===== config.mk =====
export PLATFORM = sky130hd
export DESIGN_NAME = fifo_pop_ctrl
export DESIGN_NICKNAME = d
export VERILOG_FILES = /design/src/rtl/fifo_pop_ctrl.sv
export SDC_FILE = /design/constraint.sdc
export NUM_CORES = 1
export LEC_CHECK = 0
export CELL_PAD_IN_SITES_DETAIL_PLACEMENT = 1
export CELL_PAD_IN_SITES_GLOBAL_PLACEMENT = 1
export CORE_UTILIZATION = 45
export CTS_CLUSTER_SIZE = 25
export DETAILED_ROUTE_END_ITERATION = 10
export DONT_BUFFER_PORTS = 1
export PLACE_DENSITY_LB_ADDON = 0.05
export REMOVE_ABC_BUFFERS = 1
export SKIP_CTS_REPAIR_TIMING = 1
export SYNTH_ARGS = -nofsm -noshare
export SYNTH_HDL_FRONTEND = slang
export SYNTH_SLANG_ARGS = --single-unit

===== constraint.sdc =====
create_clock -name clk -period 2.65 [get_ports clk]
set_input_delay 0.265 -clock clk [delete_from_list [all_inputs] [get_ports clk]]
set_output_delay 0.265 -clock clk [all_outputs]
set_load 0.01 [all_outputs]

===== src/rtl/fifo_pop_ctrl.sv =====
// Read-side FIFO controller: pops the FIFO head into a 2-entry skid buffer and
// presents the words in order on a valid/ready stream at up to one word per cycle.
module fifo_pop_ctrl #(
    parameter int bits  = 32,
    parameter int cnt_w = 16
) (
    input  logic             clk,
    input  logic             rst,
    input  logic             en,
    input  logic [bits-1:0]  fifo_dout,
    input  logic             fifo_pndng,
    output logic             fifo_pop,
    output logic [bits-1:0]  out_data,
    output logic             out_valid,
    input  logic             out_ready,
    output logic [cnt_w-1:0] pop_count,
    output logic             idle
);

    typedef enum logic [1:0] {
        S_EMPTY = 2'd0,
        S_ONE   = 2'd1,
        S_TWO   = 2'd2
    } state_t;

    state_t           state_q;
    logic [bits-1:0]  e0_q;
    logic [bits-1:0]  e1_q;
    logic [cnt_w-1:0] cnt_q;
    logic [cnt_w-1:0] cnt_d;
    logic             fire;

    // Popping stops only when both entries are full, so pops never wait on out_ready.
    assign fifo_pop  = en & fifo_pndng & (state_q != S_TWO) & ~rst;
    assign fire      = out_valid & out_ready;
    assign cnt_d     = cnt_q + {{(cnt_w-1){1'b0}}, 1'b1};

    assign out_valid = (state_q != S_EMPTY);
    assign out_data  = e0_q;
    assign pop_count = cnt_q;
    assign idle      = (state_q == S_EMPTY) & ~fifo_pndng;

    always_ff @(posedge clk or posedge rst) begin
        if (rst) begin
            state_q <= S_EMPTY;
            e0_q    <= '0;
            e1_q    <= '0;
            cnt_q   <= '0;
        end else begin
            if (fifo_pop) begin
                cnt_q <= cnt_d;
            end
            case (state_q)
                S_EMPTY: begin
                    if (fifo_pop) begin
                        e0_q    <= fifo_dout;
                        state_q <= S_ONE;
                    end
                end
                S_ONE: begin
                    if (fifo_pop && fire) begin
                        e0_q <= fifo_dout;
                    end else if (fifo_pop) begin
                        e1_q    <= fifo_dout;
                        state_q <= S_TWO;
                    end else if (fire) begin
                        state_q <= S_EMPTY;
                    end
                end
                S_TWO: begin
                    if (fire) begin
                        e0_q    <= e1_q;
                        state_q <= S_ONE;
                    end
                end
                default: begin
                    state_q <= S_EMPTY;
                end
            endcase
        end
    end

endmodule


Yosys cells after proc, flatten, opt, wreduce, memory -nomap -nowiden
Cells that the tools add are included.

storage, ports and cells
  input port bits = 37
  word-level logic and storage cells = 38
  memory bits (writable) = 0
  latch bits = 0
  memory bits (read-only) = 0
  memories kept = 0
  bits in registers = 82

cells by class
  equal/unequal tests = 8
  $add $sub $neg = 1
  divide/modulo/power cells = 0
  bitwise operators = 8
  $mul = 0
  multiplexer cells = 10
  shift-type cells = 0
  order comparisons = 0
  reduce and logical (&&, ||, !) cells = 7

operators by type and width
  kind                                           number
  2-to-1 mux 32 bit                              3
  one-hot mux 32 bit (3 select lines)            1
  adder 16 x 1 -> 16 bit, second input constant  1
  2-to-1 mux 2 bit                               5
  != test 2 bit, second input constant           5
  AND reduction 4 bit                            2
  one-hot mux 2 bit (3 select lines)             1
  bitwise AND 1 bit                              5
  != test 3 bit, second input constant           1
  NOT 1 bit                                      3
  AND reduction 3 bit                            1
  nonzero test 3 bit                             1
  == test 2 x 1 -> 1 bit, second input constant  1
  == test 2 bit, second input constant           1
  logical NOT 2 bit                              1
  nonzero test 2 bit                             1
  logical AND 1 bit                              1

Logic depth before layout (Yosys ltp)
  depth in word-level cells = 6
  gate-level depth with buffers = 6

Worst setup path before layout
OpenSTA, ideal clock, no wires.

  kind = flip-flop to flip-flop
  start point = register state_q[1]
  end point = register cnt_q[12], in the netlist pop_count[12]
  stages on the path, launching flop included = 7
  clock period less this slack = 1681 ps
  setup slack = 969 ps
  required time = 2571 ps
  setup time = 79 ps
  arrival time = 1602 ps
  cell sequence = dfrtp_1 -> buf_6 -> nor2b_4 -> buf_6 -> or4b_4 -> nor3_2 -> xor2_1

on the way
  cells in the longest elaborated chain, start to end = 3

RTL lines
  what                             RTL line  source
  start, declared                  26        state_t state_q;
  start signal, assigned           45        state_q <= S_EMPTY;
  start signal, assigned           57        state_q <= S_ONE;
  start signal, assigned           65        state_q <= S_TWO;
  != test 2 bit                    34        assign fifo_pop = en & fifo_pndng & (state_q != S_TWO) & ~rst;
  bitwise AND 1 bit (2 in series)  34
  end signal, assigned             51        cnt_q <= cnt_d;
  end, declared                    29        logic [cnt_w-1:0] cnt_q;

No other way between the ends.
A chain may end at the register's enable or synchronous reset.

Worst setup path in the final report
  start point = register state_q[0]
  end point = register e1_q[25]

on the way
  cells in the longest elaborated chain, start to end = 6
  elaborated cells on any way between the ends = 9
  those cells by class = 2 x eq/ne; 4 x bitwise; 3 x reduce/logical

RTL lines
  what                             RTL line  source
  != test 2 bit                    34
  bitwise AND 1 bit (2 in series)  34
  logical AND 1 bit                61        if (fifo_pop && fire) begin
  NOT 1 bit (no line)              n/a
  AND reduction 3 bit (no line) *  n/a
  end signal, assigned             64        e1_q <= fifo_dout;
  end, declared                    28        logic [bits-1:0] e1_q;

Mark *: on every way between the ends. The rest lies on a longest branch, timed or not.

==> summary.md <==
| Metric | Value |
|---|---|
| Outcome | `complete, no violations` |
| Final #Nets | `357` |
| Non-filler cells, final | `~430` |
| Critical Path Start | `state_q[0]` |
| Worst Min Path Start | `out_ready` |
| Max layer used | `met4` |
| Maxcap violations | `0` |
| YS warnings | `0` |
| Worst skew pair latency | `between 0.3 and 0.4 ns` |
| Drc violations | `0` |
| # diodes | `0` |
| Antenna Violating Nets Remaining | `0` |
| Fin crit period | `1.98 ns` |
| GRT overflow | `0` |
| WL met1 | `3.52 mm` |
| Initial core utilization | `46.7%` |
| H-tree depth | `3` |
| PD cells | `864 nW/µm²` |
| Clk sinks | `82` |
| Layout area overhead | `8.80%` |
| DRT Pass-1 Iters | `4` |
| Yosys reg bits | `82` |
| Half-perimeter wire length after placement | `a little over 5 mm` |
| WL met2 | `approximately 3.5 mm` |
| Core ar. | `just under 8000 µm²` |
| CTS tree | `built` |
| Netlist cell types | `32` |
| Clk slew on worst S/H paths | `0.08 ns` |
| Clock buffer count from CTS | `9` |
| DR iter-0 viols | `108` |
| Antenna violations before repair | `0` |
| Layout cells sized above 1 | `20.4%` |
| FFs w/ async S/R, synth | `100%` |
| Netlist Area Pre-Place | `3620 µm²` |
| EDFF count, synth | `0` |
| Final Setup Violations | `0` |
| Max Freq | `0.506 GHz` |
| Vias | `about 2300` |
| Pwr Total | `3.41 mW` |
| R2r startpoint | `state_q[0]` |
| Port bufs | `0` |
| Lkg Pwr | `1.83 nW` |
| First-pass GRT wire length | `13.1 mm` |
| Post-placement cell count | `409` |
| Ys flop type | `dfrtp_1` |
| Setup TNS | `0 ns` |
| Critical path endpoint category | `register` |
| Seq/Total Area, Yosys | `between 50% and 60%` |
| Longest Clk Path Bufs | `2` |
| Die height | `91.8 µm` |
| Largest net degree at the start of global routing | `47` |
| Critical Path RT | `2.88 ns` |
| Worst-path maximum fanout | `33` |
| # rows | `32` |
| Worst Skew | `approximately 0.014 ns` |
| DR WL/cell | `18.1 µm` |
| GRT Total Usage | `20.2%` |
| Max transition margin | `50.8%` |
| Vias in the first global route | `2582` |
| Die width | `91.8 µm` |
| Period Utilization, post-route | `74.6%` |
| Met3 Routed Length | `554 µm` |
| DP Worst Slack | `0.669 ns` |
| Slew @ Worst Pin | `0.737 ns` |
| Io pins | `88` |
| Synth Instances | `318` |
| DIE AREA | `8420 µm²` |
| Fin. Hold Viols | `0` |
| Worst Hold Slack | `around 0.024 ns` |
| Setup Crit Path Kind | `reg2reg` |
| DR vias/cell | `5.35` |
| Pins Over Slew Limit | `0` |
| Final setup margin | `0.672 ns` |
| Placer Congestion | `0.703` |
| Crit start category | `register` |
| Root Buffer | `clkbuf_8` |
| WL final | `7.71 mm` |
| Crit path DAT | `2.21 ns` |
| RSZ-0062 raised after global routing | `no` |
| Worst VDD drop | `0.000359 V` |
| Syn Area/Cell | `11.4 µm²` |
| HP Class | `in2reg` |
==> cell usage after synthesis, types with 2 or more instances <==
cell type   n  area [µm²]
mux2_2      4        45.0
nand2_1    70         263
dfrtp_1    82        2050
inv_1       2        7.51
a31oi_1    32         200
nand3_1     5        25.0
buf_6       6        67.6
xnor2_1    12         105
mux2_4     29         435
clkbuf_1   10        37.5
nand4_1     6        37.5
buf_2       3        15.0
xor2_1      3        26.3
nor2_1     36         135
==> worst paths after layout <==
path,endpoint,slack (ns),depth (start not counted)
max in group asynchronous,out_data[2],1.52,3
hold / removal,state_q[1],0.02,1
min in group asynchronous,out_data[6],0.48,2
setup / recovery,e1_q[25],0.67,4
setup reg to reg,e1_q[25],0.67,4
hold reg to reg,e1_q[31],0.51,1
==> cells by family (layout without fill, tap and decap cells) <==
group / after synthesis / after routing / share of synthesized area, %
and+or+nand+nor: 129 / 129 / 15.8
DFF: 82 / 82 / 56.6
AOI/OAI and AO/OA: 36 / 36 / 6.56
muxes: 34 / 34 / 13.5
buffers and inverters: 21 / 27 / 3.52
xor gates and xnor gates: 15 / 15 / 3.62
adders and majority gates: 1 / 1 / 0.345
==> cell usage in the layout (no fill, tap or decap), drive strengths merged <==
master       count
bufinv           2
a31oi           32
mux2i            1
o31ai            1
clkinvlp         1
a21oi            1
dfrtp           82
dlygate4sd3      1
nor2            36
nor2b            1
o21ai            1
nor4             2
ha               1
o22ai            1
buf              8
nand4            6
clkbuf          10
nand3b           2
mux2            33
xnor2           12
nand2b           1
xor2             3
or4b             1
nor4b            1
or3b             1
nor3             1
clkinv           4
or2              1
inv              1
nand2           70
and2b            1
nand3            5
==> registers in the layout, summed over array words and instances (netlist names) <==
register and flops:
e1_q 32, pop_count 16, out_data 32, state_q 2
==> layout make-up <==
cell class	count	area [µm²]
inverters	2	8.76
fillers	831	3820
well taps	102	128
clock inverters	6	90.1
flip-flops and latches	82	2050
multi-input cells	215	1450
clock buffers	10	138
repair buffers	9	82.6
==> metal layers <==
| layer | GRT usage, % | vias up |
|---|---|---|
| li1 | - | 1078 |
| met1 | 26.5 | 1130 |
| met2 | 31.1 | 61 |
| met3 | 6.30 | 10 |
| met4 | 8.59 | 0 |
| met5 | 0 | - |
==> per-stage QoR <==
step,area [µm²],utilization (%)
2_1_floorplan,3500,-
3_3_place_gp,3710,47.7
3_5_place_dp,3710,47.7
4_1_cts,3930,50.6
5_1_grt,3940,50.8
6_report,3940,50.8
==> where the power goes <==
group          leakage, nW  internal [mW]  switching [mW]
clock                0.112          0.558           0.466
combinational        0.716          0.309           0.198
sequential            1.01           1.56           0.316
==> worst max-delay path, stage by stage, from the launching register on <==
cell and delay (ns):
dfrtp_1 0.47, and2b_1 0.23, or3b_2 0.46, buf_4 0.33
mux2_4 0.36
No activity file was read; power rests on OpenSTA's default activity.
